--- src/rtl/game_clock_gen.sv ---
// Game timebase: free-running cycle counter, 100 ms square wave,
// 100 ms rising-edge tick and 1 ms tick, all in the clk domain.
//
// Ports:
//   clk        in   system clock, all state updates on posedge
//   rst        in   asynchronous active-low reset
//   clk_div    out  free-running DIV_W-bit cycle counter
//   clk_100ms  out  square wave, period PERIOD_MS, 50% duty
//   tick_100ms out  1-cycle pulse on each clk_100ms rising edge
//   tick_1ms   out  1-cycle pulse every CLK_FREQ_HZ/1000 cycles

module game_clock_gen #(
    parameter int unsigned CLK_FREQ_HZ = 100_000_000,
    parameter int unsigned PERIOD_MS   = 100,
    parameter int unsigned DIV_W       = 32
) (
    input  logic             clk,
    input  logic             rst,
    output logic [DIV_W-1:0] clk_div,
    output logic             clk_100ms,
    output logic             tick_100ms,
    output logic             tick_1ms
);

    // Derived constants in 64-bit so large frequencies times
    // long periods cannot overflow during elaboration.
    localparam logic [63:0] MS_RAW   = 64'(CLK_FREQ_HZ) / 64'd1000;
    localparam logic [63:0] HALF_RAW = (MS_RAW * 64'(PERIOD_MS)) / 64'd2;
    localparam logic [63:0] MS       = (MS_RAW == 64'd0) ? 64'd1 : MS_RAW;
    localparam logic [63:0] HALF     = (HALF_RAW == 64'd0) ? 64'd1 : HALF_RAW;

    localparam int unsigned HW = (HALF > 64'd1) ? $clog2(HALF) : 1;
    localparam int unsigned MW = (MS > 64'd1) ? $clog2(MS) : 1;

    localparam logic [HW-1:0] HALF_LAST = HW'(HALF - 64'd1);
    localparam logic [MW-1:0] MS_LAST   = MW'(MS - 64'd1);

    logic [DIV_W-1:0] clk_div_q, clk_div_d;
    logic [HW-1:0]    hcnt_q, hcnt_d;
    logic [MW-1:0]    mcnt_q, mcnt_d;
    logic             clk_100ms_q, clk_100ms_d;
    logic             tick_100ms_q, tick_100ms_d;
    logic             tick_1ms_q, tick_1ms_d;

    logic             h_wrap;
    logic             m_wrap;

    always_comb begin
        h_wrap = (hcnt_q == HALF_LAST);
        m_wrap = (mcnt_q == MS_LAST);

        clk_div_d    = clk_div_q + DIV_W'(1);

        hcnt_d       = h_wrap ? '0 : hcnt_q + HW'(1);
        clk_100ms_d  = clk_100ms_q ^ h_wrap;
        // Rising edge happens only when the wave is currently low.
        tick_100ms_d = h_wrap & ~clk_100ms_q;

        mcnt_d       = m_wrap ? '0 : mcnt_q + MW'(1);
        tick_1ms_d   = m_wrap;
    end

    always_ff @(posedge clk or negedge rst) begin
        if (!rst) begin
            clk_div_q    <= '0;
            hcnt_q       <= '0;
            mcnt_q       <= '0;
            clk_100ms_q  <= 1'b0;
            tick_100ms_q <= 1'b0;
            tick_1ms_q   <= 1'b0;
        end else begin
            clk_div_q    <= clk_div_d;
            hcnt_q       <= hcnt_d;
            mcnt_q       <= mcnt_d;
            clk_100ms_q  <= clk_100ms_d;
            tick_100ms_q <= tick_100ms_d;
            tick_1ms_q   <= tick_1ms_d;
        end
    end

    assign clk_div    = clk_div_q;
    assign clk_100ms  = clk_100ms_q;
    assign tick_100ms = tick_100ms_q;
    assign tick_1ms   = tick_1ms_q;

endmodule

--- config.mk ---
export PLATFORM = sky130hd
export DESIGN_NAME = game_clock_gen
export DESIGN_NICKNAME = d
export VERILOG_FILES = /design/src/rtl/game_clock_gen.sv
export SDC_FILE = /design/constraint.sdc
export NUM_CORES = 1
export LEC_CHECK = 0
export BUFFER_PORTS_ARGS = -buffer_cell sky130_fd_sc_hd__buf_2
export CORE_ASPECT_RATIO = 2
export CORE_MARGIN = 2
export CORE_UTILIZATION = 58
export DETAILED_ROUTE_END_ITERATION = 6
export PLACE_DENSITY = 0.86
export SLEW_MARGIN = 20
export SYNTH_ARGS = -nofsm -noshare
export SYNTH_HDL_FRONTEND = slang
export SYNTH_SLANG_ARGS = --single-unit
export TNS_END_PERCENT = 30
--- constraint.sdc ---
create_clock -name clk -period 2.55 [get_ports clk]
set_clock_uncertainty 0.1 [all_clocks]
set_input_delay 0.3825 -clock clk [delete_from_list [all_inputs] [get_ports clk]]
set_output_delay 0.3825 -clock clk [all_outputs]
set_load 0.01 [all_outputs]
# Word-level counts from Yosys, hierarchy flattened
# Index checks and enable logic that the tools add are counted.
[op_classes] addsub=3 n_eq_ne=2 mux=2 bitwise=3
[ops] op="32-bit by 1-bit adder with 32-bit output (second input constant)" n=1
[ops] op="23-bit by 1-bit adder with 23-bit output (second input constant)" n=1
[ops] op="23-bit equality test (second input constant)" n=1
[ops] op="23-bit 2-to-1 mux" n=1
[ops] op="17-bit by 1-bit adder with 17-bit output (second input constant)" n=1
[ops] op="17-bit equality test (second input constant)" n=1
[ops] op="17-bit 2-to-1 mux" n=1
[ops] op="1-bit bitwise AND" n=1
[ops] op="1-bit inverter" n=1
[ops] op="1-bit XOR" n=1
[totals] reg_bits=75 elab_cells=16

# Longest topological paths before layout
[logic_depth] word_depth=2 mapped_depth=7

# Least setup slack after synthesis
# Ideal clock, no wire load.
[synth_path] path_type="reg-to-reg" start="reg hcnt_q[16]" end="reg clk_100ms_q (netlist: clk_100ms)" arrival_time_ns=1.841 slack_ns=0.546 path_stages_with_launch=7 cell_sequence="dfrtp_1 > or4_1 > or3_1 > nor3_1 > buf_4 > ha_1 > inv_1"
[synth_via] elab_chain_len=2
[synth_rtl] element="start: declaration" line_no="39" source="logic [HW-1:0] hcnt_q, hcnt_d;"
[synth_rtl] element="start signal: assignment" line_no="73" source="hcnt_q <= hcnt_d;"
[synth_rtl] element="23-bit equality test" line_no="49" source="h_wrap = (hcnt_q == HALF_LAST);"
[synth_rtl] element="1-bit XOR" line_no="55" source="clk_100ms_d = clk_100ms_q ^ h_wrap;"
[synth_rtl] element="via clk_100ms_d" line_no="41" source="logic clk_100ms_q, clk_100ms_d;"
[synth_rtl] element="end signal: assignment" line_no="75" source="clk_100ms_q <= clk_100ms_d;"
[synth_rtl] element="end: declaration" line_no="41"
# The timed path passes the listed nets, and every way through them passes these cells.

# Worst setup path after layout
[layout_path] start="reg hcnt_q[0]" end="reg clk_100ms_q (netlist: clk_100ms)"
# The elaborated chain is that of the path after synthesis.

==> impl_results.md <==
- Post-CTS sizing: 0
- Starting Density: 59.6%
- Post-route antenna net violation count: 0
- Inserted Clock Buffers: 9
- Slew Viols, Final: 0
- WL final: roughly 7000 microns
- Final period utilization: 82.9%
- Status: complete, no violations
- Pin count of the biggest net entering global routing: 64
- Worst VDD drop: 822 uV
- Clock Tree Root: clkbuf_16
- CTS tree: done
- Min-delay src: clk_div[31]$_DFF_PN0_
- Drt pass-1 iters: 4
- Clk_lat worst skew: ~0.34 ns
- DRC: 0
- Fill count: 421
- Antenna Cells: 0
- Final net count: about 360
- Max-slew headroom: 58.2%
- CP max FO: 11
- Initial antenna violation count: 0
- CTS Buffer Depth: 2
- 1st-iter DRT viols: 115
- Worst EP required: ~2.7 ns
- Area leader, netlist: dfrtp_1
- Hold Crit Class: reg -> reg
- CTS sink count: between 70 and 80
- Placement Rows: 39
- Highest Clock Rate: 473 MHz
- Port buffer count: 36
- Mapped Cells: 304
- Synthesis warning total: 0
- Vias in the first global route: about 2,600
- Synthesized flop and latch total: 75
- Routed WL per cell: between 15 and 20 microns
- Fin. Hold Viols: 0
- GRT Total Usage: 24.6%
- WP data arrival: 2.29 ns
- Leading post-synthesis cells by cell area: dfrtp_1, xnor2_1, nand4_1
- Most common cell after layout, fill and taps aside: dfrtp_1
- Max-cap viol count: 0
- Final HPWL from detailed placement: just under 5000 microns
- I/O Pins: 37
- Top cell type's share of synthesized area: 55.6%
- FF-to-FF path depth: 7
- Critical setup path kind: reg -> reg
- Vert. Die Dim: 112 microns
- Final setup vio count: 0
- Leakage: approximately 0.0019 uW
- Worst-Margin Slew: 0.621 ns
- Sum of negative setup slack: 0 ns
- Most frequent cells in the layout: dfrtp_1, xnor2_1, buf_2
- RSZ-0062 raised after global routing: no
- Core Area: roughly 0.0057 sq mm
- Worst hold endpoint: clk_div[31]$_DFF_PN0_
- Synth unique cells: 32
- Die area: 0.00648 sq mm
- Final GP Congestion: 0.866
- Power per cell area: ~600 mW/mm^2
- Critical Path Source Type: flop
- Pwr Total: 2380 uW
- Critical path capture point type: flop
- H-tree depth: 3
- First-pass GRT wire length: 11,900 microns
- Die width: 57.9 microns
- Via count: 2,488
- Reg-to-reg slack, setup: approximately 0.44 ns
- Hold depth: 1
- Grt total ovfl: 0
- Share of layout cells above drive strength 1: between 10% and 20%
- Mean post-synth cell area: 11.1 sq um
- RR Endpoint: clk_100ms$_DFF_PN0_
- DR vias/cell: 5.91
- WHS: 0.379 ns
- Final worst path period need: 2.11 ns
- Synthesized cell area: 0.00337 sq mm
- Worst r2r src: hcnt_q[0]$_DFF_PN0_
- Worst-path clk slew: 0.05 ns
- Syn nets: a little over 300
- Layout area overhead: 17.4%
- Sequential area share after synthesis: roughly 56%
-- state kept, by name (all words and copies together) (netlist names) --
register / cells
mcnt_q: 17
clk_100ms: 1
tick_100ms: 1
hcnt_q: 23
clk_div: 32
tick_1ms: 1
-- layer usage --
layer	GRT usage [%]	share of wire [%]	vias up
met1	26.1	37	1247
met5	0	0	-
met3	7.20	3.6	21
li1	-	-	1176
met4	14.3	4.3	0
met2	41.7	55	44
-- how the worst max path moves through the flow --
stage,startpoint,end,slack [ns],cells past startpoint
floorplan,hcnt_q[16]$_DFF_PN0_,clk_100ms$_DFF_PN0_,0.55,6
global placement,hcnt_q[16]$_DFF_PN0_,clk_100ms$_DFF_PN0_,0.50,6
detailed placement,hcnt_q[0]$_DFF_PN0_,clk_100ms$_DFF_PN0_,0.47,7
CTS,hcnt_q[0]$_DFF_PN0_,clk_100ms$_DFF_PN0_,0.45,7
global route,hcnt_q[0]$_DFF_PN0_,clk_100ms$_DFF_PN0_,0.29,7
finish,hcnt_q[0]$_DFF_PN0_,clk_100ms$_DFF_PN0_,0.44,7
-- per-stage QoR --
step | cell area [sq um] | instances | worst slack [ns] | utilization [%]
final | 3960 | 421 | 0.436 | 70.0
after floorplan | 3370 | 304 | 0.546 | -
after global routing | 3960 | 421 | 0.290 | 70.0
after global placement | 3680 | 404 | 0.495 | 64.9
after detailed placement | 3680 | 404 | 0.466 | 64.9
after CTS | 3960 | 421 | 0.448 | 70.0
-- logic make-up (layout without fill, tap and decap cells) --
family / count (synthesis) / after routing / synth area share (%)
xor gates and xnor gates: 57 / 57 / 14.8
adders and majority gates: 4 / 4 / 1.48
buffers and inverters: 12 / 68 / 1.48
muxes: 1 / 1 / 0.297
and+or+nand+nor: 137 / 137 / 23.2
DFF: 75 / 75 / 55.6
AOI/OAI and AO/OA: 18 / 18 / 3.15
-- cell type report --
class / instances / area (sq um) / share of cell area, %
clock buffers: 14 / 264 / 6.67
multi-input cells: 217 / 1450 / 36.6
clock inverters: 2 / 10.0 / 0.253
well taps: 61 / 76.3 / 1.93
inverters: 8 / 30.0 / 0.758
repair buffers: 44 / 255 / 6.45
flip-flops and latches: 75 / 1880 / 47.4
-- where the power goes --
| group | total (uW) | internal (uW) | switching (uW) | leakage [uW] |
|---|---|---|---|---|
| logic | 27.2 | 4.70 | 22.5 | 0.000721 |
| clock network | 1160 | 709 | 456 | 0.000137 |
| registers | 1190 | 1190 | 0 | 0.00100 |
-- critical path, cell delays in order (launching register included) --
cell     delay (ns)
dfrtp_1        0.40
ha_1           0.21
nand3_1        0.25
or2_2          0.40
nor3_1         0.19
buf_4          0.21
ha_1           0.24
inv_1          0.05
-- Yosys cell counts --
master,count
a21oi_1,7
a31o_2,2
a31oi_1,1
and2_1,3
and3_1,12
and4_1,9
buf_2,1
buf_4,1
clkbuf_1,2
dfrtp_1,75
ha_1,4
inv_1,8
mux2i_1,1
nand2_1,19
nand3_1,26
nand4_1,22
nand4_4,1
nor2_1,17
nor2b_1,2
nor3_1,9
nor4_1,3
nor4b_1,2
nor4bb_1,2
o21ai_0,5
o31ai_1,3
or2_2,2
or3_1,5
or4_1,1
or4_2,1
or4_4,1
xnor2_1,44
xor2_1,13
-- repair_timing --
action                                  in CTS  in global routing
setup buffers                                0                  0
hold buffers                                 1                  0
endpoints found under the hold margin       12                  0
endpoints found under the setup margin       0                  0
(Power assumes the default switching activity.)
